File: src/rtl/riscv_fetch_queue.sv
// Credit-based instruction fetch queue: issues in-order memory requests and buffers responses for decode.
// Optional request/discard statistics counters are built in when RISCV_FETCH_STATS_EN is defined.
module riscv_fetch_queue #(
    parameter int              XLEN     = 32,
    parameter int              DEPTH    = 4,
    parameter logic [XLEN-1:0] RESET_PC = 32'h0000_0000
) (
    input  logic            clk_i,
    input  logic            rstn_i,
    input  logic            redirect_i,
    input  logic [XLEN-1:0] redirect_pc_i,
    output logic            imem_req_o,
    output logic [XLEN-1:0] imem_addr_o,
    input  logic            imem_gnt_i,
    input  logic            imem_rvalid_i,
    input  logic [31:0]     imem_rdata_i,
    output logic            dec_valid_o,
    input  logic            dec_ready_i,
    output logic [XLEN-1:0] dec_pc_o,
    output logic [31:0]     dec_instr_o
`ifdef RISCV_FETCH_STATS_EN
    ,
    output logic [31:0]     stat_issued_o,
    output logic [31:0]     stat_discarded_o
`endif
);

    localparam int PW = $clog2(DEPTH);
    localparam int CW = PW + 1;
    localparam logic [CW:0]     DEPTH_W    = (CW+1)'(DEPTH);
    localparam logic [XLEN-1:0] ALIGN_MASK = ~(XLEN'(3));

    logic [XLEN-1:0] fetch_pc;
    logic [XLEN-1:0] resp_pc;
    logic [CW-1:0]   count;
    logic [CW-1:0]   outstanding;
    logic [CW-1:0]   outstanding_nxt;
    logic [CW-1:0]   discard_cnt;
    logic [PW-1:0]   head;
    logic [PW-1:0]   tail;
    logic [XLEN-1:0] pc_mem    [DEPTH];
    logic [31:0]     instr_mem [DEPTH];

    logic [CW:0]     in_use;
    logic            issue;
    logic            rsp_drop;
    logic            push;
    logic            pop;
    logic [XLEN-1:0] redirect_base;

    // Queued entries plus in-flight requests form the credit pool, so the queue can never overflow.
    assign in_use        = {1'b0, count} + {1'b0, outstanding};
    assign imem_req_o    = rstn_i && !redirect_i && (in_use < DEPTH_W);
    assign imem_addr_o   = fetch_pc & ALIGN_MASK;
    assign redirect_base = redirect_pc_i & ALIGN_MASK;

    assign issue    = imem_req_o && imem_gnt_i;
    assign rsp_drop = imem_rvalid_i && (redirect_i || (discard_cnt != '0));
    assign push     = imem_rvalid_i && !rsp_drop;

    assign dec_valid_o = (count != '0) && !redirect_i;
    assign dec_pc_o    = pc_mem[head];
    assign dec_instr_o = instr_mem[head];
    assign pop         = dec_valid_o && dec_ready_i;

    always_comb begin
        outstanding_nxt = outstanding;
        if (issue && !imem_rvalid_i) begin
            outstanding_nxt = outstanding + CW'(1);
        end else if (!issue && imem_rvalid_i) begin
            outstanding_nxt = outstanding - CW'(1);
        end
    end

    always_ff @(posedge clk_i or negedge rstn_i) begin
        if (!rstn_i) begin
            fetch_pc    <= RESET_PC;
            resp_pc     <= RESET_PC;
            count       <= '0;
            outstanding <= '0;
            discard_cnt <= '0;
            head        <= '0;
            tail        <= '0;
            for (int i = 0; i < DEPTH; i++) begin
                pc_mem[i]    <= '0;
                instr_mem[i] <= '0;
            end
        end else begin
            outstanding <= outstanding_nxt;
            if (redirect_i) begin
                // Everything still in flight predates the redirect, including earlier discards.
                fetch_pc    <= redirect_base;
                resp_pc     <= redirect_base;
                count       <= '0;
                head        <= '0;
                tail        <= '0;
                discard_cnt <= outstanding_nxt;
            end else begin
                if (issue) begin
                    fetch_pc <= fetch_pc + XLEN'(4);
                end
                if (push) begin
                    pc_mem[tail]    <= resp_pc;
                    instr_mem[tail] <= imem_rdata_i;
                    tail            <= tail + PW'(1);
                    resp_pc         <= resp_pc + XLEN'(4);
                end
                if (pop) begin
                    head <= head + PW'(1);
                end
                if (push && !pop) begin
                    count <= count + CW'(1);
                end else if (pop && !push) begin
                    count <= count - CW'(1);
                end
                if (rsp_drop) begin
                    discard_cnt <= discard_cnt - CW'(1);
                end
            end
        end
    end

`ifdef RISCV_FETCH_STATS_EN
    logic [31:0] stat_issued;
    logic [31:0] stat_discarded;

    always_ff @(posedge clk_i or negedge rstn_i) begin
        if (!rstn_i) begin
            stat_issued    <= '0;
            stat_discarded <= '0;
        end else begin
            if (issue) begin
                stat_issued <= stat_issued + 32'd1;
            end
            if (rsp_drop) begin
                stat_discarded <= stat_discarded + 32'd1;
            end
        end
    end

    assign stat_issued_o    = stat_issued;
    assign stat_discarded_o = stat_discarded;
`endif

endmodule

File: config.mk
export PLATFORM = sky130hd
export DESIGN_NAME = riscv_fetch_queue
export DESIGN_NICKNAME = d
export VERILOG_FILES = /design/src/rtl/riscv_fetch_queue.sv
export SDC_FILE = /design/constraint.sdc
export NUM_CORES = 1
export LEC_CHECK = 0
export BUFFER_PORTS_ARGS = -buffer_cell sky130_fd_sc_hd__buf_2
export CAP_MARGIN = 20
export CORE_ASPECT_RATIO = 0.6
export CORE_UTILIZATION = 62
export CTS_CLUSTER_SIZE = 12
export DETAILED_ROUTE_END_ITERATION = 6
export PLACE_DENSITY = 0.84
export SYNTH_ARGS = -nofsm -noshare
export SYNTH_HDL_FRONTEND = slang
export SYNTH_SLANG_ARGS = --single-unit
File: constraint.sdc
create_clock -name clk_i -period 3.7 [get_ports clk_i]
set_input_delay 0.74 -clock clk_i [delete_from_list [all_inputs] [get_ports clk_i]]
set_output_delay 0.74 -clock clk_i [all_outputs]
set_load 0.005 [all_outputs]
# After elaboration in Yosys (flattened, before gate mapping)

Cells that the tools add are included.

Bits in registers: 333
Input port bits: 70
Output and inout bits: 98
Word-level logic and storage cells: 84

Add/sub/neg operators: 10
$lt $le $gt $ge: 4
Multiplexer cells: 25
Bitwise operators: 3
Reduce and logical (&&, ||, !) cells: 27

Operators by type and width:

| kind                                                                          | number |
|---|---|
| 32-bit two-way mux                                                            | 9 |
| 128-bit bitwise mux                                                           | 2 |
| 32-bit binary-select mux with 2-bit select                                    | 2 |
| 32-bit by 3-bit adder with 32-bit output (second input constant)              | 2 |
| 32-bit demux with 2-bit select                                                | 1 |
| 3-bit two-way mux                                                             | 7 |
| 1-bit logical AND                                                             | 12 |
| 3-bit nonzero test                                                            | 3 |
| 3-bit by 1-bit subtractor with 3-bit output (second input constant)           | 3 |
| 2-bit two-way mux                                                             | 4 |
| 2-bit nonzero test                                                            | 4 |
| 3-bit by 1-bit adder with 3-bit output (second input constant)                | 2 |
| 3-bit greater-or-equal comparator (second input constant)                     | 2 |
| 1-bit zero test                                                               | 6 |
| 2-bit inverter with 3-bit output                                              | 2 |
| 2-bit by 1-bit adder with 2-bit output (second input constant)                | 2 |
| 3-bit by 3-bit adder with 4-bit output                                        | 1 |
| 4-bit by 3-bit less-than comparator with 1-bit output (second input constant) | 1 |
| 3-bit by 1-bit less-than comparator with 1-bit output (second input constant) | 1 |
| 2-bit AND reduction                                                           | 1 |
| 1-bit logical OR                                                              | 1 |
| 1-bit inverter                                                                | 1 |

# Depth between registers and ports, before layout

Word-level depth: 10
Depth in mapped cells: 10
Gate-level depth less buffers: 9

# Worst setup path after synthesis

Ideal clock, no wire load.

Path kind: input -> register
From: in redirect_i
To: reg count[2]
Library setup time: 0.126 ns
Arrival time: 2.515 ns
Data required time: 3.574 ns
Slack: 1.059 ns
Cell stages on the path: 8
Path buffers: 3
Cell sequence: buf_2 clkbuf_1 buf_1 nor3_1 fa_1 nor2_1 a21oi_1 a311o_1

Word-level cells in the longest chain between the ends: 7
Elaborated cells between the ends (all ways): 14
Those cells by class: 2 x mux; 12 x reduce/logical

RTL lines:

| element                                                        | line     | source |
|---|---|---|
| from (decl)                                                    | 10       | `input logic redirect_i,` |
| 1-bit logical OR / 1-bit zero test (equally long branches)     | 58, 61   |  |
| 1-bit logical AND (on tied branches)                           | 58, 61   |  |
| 1-bit zero test / 1-bit logical AND (equally long branches)    | 59, 64   |  |
| 1-bit logical AND / 1-bit zero test (equally long branches)    | 59, 111  |  |
| 1-bit logical AND / 1-bit zero test (equally long branches)    | 111, 113 |  |
| 3-bit two-way mux / 1-bit logical AND (equally long branches)  | 111, 113 |  |
| 3-bit two-way mux / 3-bit nonzero test (equally long branches) | n/a      |  |
| to (signal assigned)                                           | 112      | `count <= count + CW'(1);` |
| to (signal assigned)                                           | 114      | `count <= count - CW'(1);` |
| to (decl)                                                      | 35       | `logic [CW-1:0] count;` |

Parallel ways exist; a longest one is shown, timed or not.
A chain may end at the register's enable or synchronous reset.

# Final worst setup path

From: reg head[0]
To: out dec_pc_o[4]

Word-level cells in the longest chain between the ends: 4

RTL lines:

| element                                                | line | source |
|---|---|---|
| from (decl)                                            | 39   | `logic [PW-1:0] head;` |
| from (signal assigned)                                 | 109  | `head <= head + PW'(1);` |
| 2-bit inverter with 3-bit output (implied by the code) | 62   | `assign dec_pc_o = pc_mem[head];` |
| 32-bit binary-select mux with 2-bit select             | 62   |  |
| 32-bit two-way mux (implied by the code) (2 in series) | 62   |  |
| to (decl)                                              | 19   | `output logic [XLEN-1:0] dec_pc_o,` |

Every way passes these cells. The select of a mux whose other input is x is not followed.

==> results.ini <==
[yosys]
avgSynthCellArea_um2 = 13.71
ys_ff_latch = 321
synthFlopType = dfrtp_1
syn_area_um2 = 15000
ys_async_sr_fraction = 1.000
netlist_instances = 1094
synth_edf_count = 0
yosysWarnings = 0
synth.distinct_cells = 62
ys_seq_area_frac = 0.5354

[global_route]
grt_max_degree = 137
globalRoute.busiestLayer = met1
grt_pass1_vias = 9828
overflow = 0
grt_pass1_wl_um = 53700
use_met1 = 0.4263
met3_usage = 0.04541
met2_usage = 0.4240
track_usage = 0.2762
antenna_found_initial = 0

[cts]
cts_resized = 0
root_buffer = clkbuf_16
h-tree-depth = 1
path_clk_slew_ps = 60
cts_buffer_depth = 3
clock_sinks = 321
insertion_delay_ps = 540
cts_made_buffers = 31
cts_tree = yes
post_cts_buffers = 0
hold_buffers = 0

[detailed_routing]
drc = 0
vias = 9710
wirelength_um = 33520
ant_nets = 0
drt-initial-drc-count = 666
dr.pass1.iters = 5
routed_via_density = 6.228
wl_per_cell_um = 21.50

[job]
cap_violations = 0

[power_and_ir_drop]
total_power_mw = 10.41
power_frac_seq = 0.461
clkPwrFrac = 0.262
power.internal_mw = 7.398
ir_worst_vdd_uv = 387.4
p_leak_nw = 7.989
p_sw_mw = 3.017
p_sw_frac = 0.2897
powerDensity_nw_per_um2 = 616.1
power_frac_comb = 0.276

[placement]
placed_area_um2 = 16090
gp_congestion = 0.8828
dp_hpwl_um = 22310
port_buffers = 161

[worst_setup_path]
worstPathArrival_ps = 2300
path_max_fanout = 28
crit_type = reg2out
critPathRequiredTime_ps = 2960
start_kind = flop
reg2regPathDepth = 6
end_kind = primary output

[die]
coreArea_um2 = 23400
die_x_um = 202.8
start_util = 0.6411
dieArea_um2 = 24850
rows = 43
io_pins = 168
die_h_um = 122.5

[timing]
fin_crit_ps = 3044
hold_violations = 0
drv_slew = 0
hold_ws_ps = 75.98
fin_worst_skew_ps = 8.482
fin_tns_setup_ps = 0
tightest_slew_ps = 997.9
slew_headroom = 0.3323
finalCritPeriodShare = 0.8227
clock.fmax_mhz = 328.5
rsz0062_at_grt = false
finalSetupViolCount = 0

[finish]
final_cell_area_um2 = 16900
fillers = 1589
nets = 1322
multi_input_area_um2 = 6581
areaGrowthSynthToFinish_pct = 12.67
regArea_um2 = 8038
antenna_cells = 0
drive_gt1_frac = 0.4268

[status]
status = complete, no violations

[hold_path]
worstHoldPathType = in2async

routing by layer:
metal | vias up | wire length [µm]
met5 | - | 0
met4 | 0 | 359
met3 | 34 | 1976
met2 | 296 | 15490
met1 | 5077 | 15690
li1 | 4303 | -
synthesized netlist by cell type, types with 2 or more instances:
library cell	instances	area (µm²)
and4_1	3	26.28
and3_1	8	50.05
mux2_1	20	225.2
buf_1	2	7.510
and2_1	3	18.77
nor4_1	2	12.51
nor2_1	31	116.4
clkbuf_1	22	82.58
o31ai_1	3	22.52
dfrtp_1	321	8033
nand4b_1	2	17.52
or3_1	4	25.02
mux2_2	229	2579
o211ai_1	9	67.56
xnor2_1	14	122.6
nand4_2	3	37.54
nand3_1	39	195.2
nand2_1	73	274.0
o311ai_0	7	61.31
nand3b_1	3	22.52
nor3b_1	2	15.01
xor2_1	22	192.7
o21ai_0	44	220.2
inv_1	16	60.06
mux4_2	62	1396
nand2b_1	5	31.28
a21boi_0	3	22.52
buf_4	6	45.04
a211oi_1	2	15.01
nand2_2	3	18.77
a31oi_1	10	62.56
a21oi_1	9	45.04
nor3_2	2	20.02
nand4_1	19	118.9
buf_2	40	200.2
nor4_4	3	63.81
ha_1	12	150.1
nor3_1	6	30.03
mux2i_1	4	40.04
or4_1	4	30.03
worst max-delay path, stage by stage (launching register included):
cell and delay (ps):
dfrtp_4 670, buf_12 300, mux4_2 610, buf_2 160
state kept, by name (all words and copies together) (netlist names):
signal,count
head,2
fetch_pc,30
pc_mem,120
discard_cnt,3
outstanding,3
resp_pc,30
tail,2
instr_mem,128
count,3
power by group through the flow:
stage          Sequential, mW  Clock [mW]  Combinational (mW)
3_5_place_dp             4.84           0                2.89
2_1_floorplan            4.61           0                1.96
6_report                 4.81        2.73                2.88
5_1_grt                  4.90        2.92                3.13
4_1_cts                  4.80        2.79                2.90
3_3_place_gp             4.80           0                2.79
per-stage QoR:
| step | util | setup slack (ps) | instances |
|---|---|---|---|
| after floorplan | - | 1059 | 1097 |
| after global placement | 0.6873 | 834.0 | 1521 |
| after detailed placement | 0.6873 | 763.0 | 1521 |
| after CTS | 0.7223 | 602.5 | 1559 |
| after global routing | 0.7223 | 538.4 | 1559 |
| final | 0.7223 | 656.0 | 1559 |
kinds of logic (layout without fill, tap and decap cells):
group | Yosys count | count (layout) | synth area share
other | 1 | 4 | 0.0002499
XOR/XNOR | 36 | 36 | 0.02102
flip-flops | 321 | 321 | 0.5354
adder cells (fa/ha/maj) | 13 | 13 | 0.01134
multiplexers | 315 | 315 | 0.2826
buffers and inverters | 88 | 235 | 0.02735
AND/OR/NAND/NOR | 224 | 224 | 0.08240
AO/OA/AOI/OAI | 96 | 96 | 0.03961
layout make-up:
type / instances / share of cell area
Inverter: 17 / 0.003775
Sequential cell: 321 / 0.4755
Tap cell: 315 / 0.02332
Multi-Input combinational cell: 688 / 0.3893
Timing Repair Buffer: 180 / 0.05966
Clock buffer: 36 / 0.04759
Clock inverter: 2 / 0.0008142
layout by cell type, fill, tap and decap left out, types with 5 or more instances in the layout:
cell type,count
nand3_1,39
clkbuf_16,31
o311ai_0,7
ha_1,12
o211ai_1,9
nor2_1,31
buf_2,160
and3_1,8
mux2_1,20
mux4_2,62
o21ai_0,44
nand4_1,19
nand2b_1,5
xor2_1,22
dfrtp_1,319
a21oi_1,9
buf_4,15
nor3_1,6
nand2_1,69
a31oi_1,10
nand2_2,7
inv_1,16
mux2_2,229
xnor2_1,14
worst paths after layout:
check                            endpoint              start  slack, ps
setup / recovery              dec_pc_o[4]            head[0]        660
hold / removal                 pc_mem[22]             rstn_i         80
setup reg to reg              fetch_pc[6]     outstanding[1]       1070
hold reg to reg               pc_mem[101]        pc_mem[101]        490
max in group asynchronous  instr_mem[112]             rstn_i       1840
min in group clk_i           fetch_pc[16]  redirect_pc_i[16]        450
Note: power is estimated with default switching activity, not from simulation.
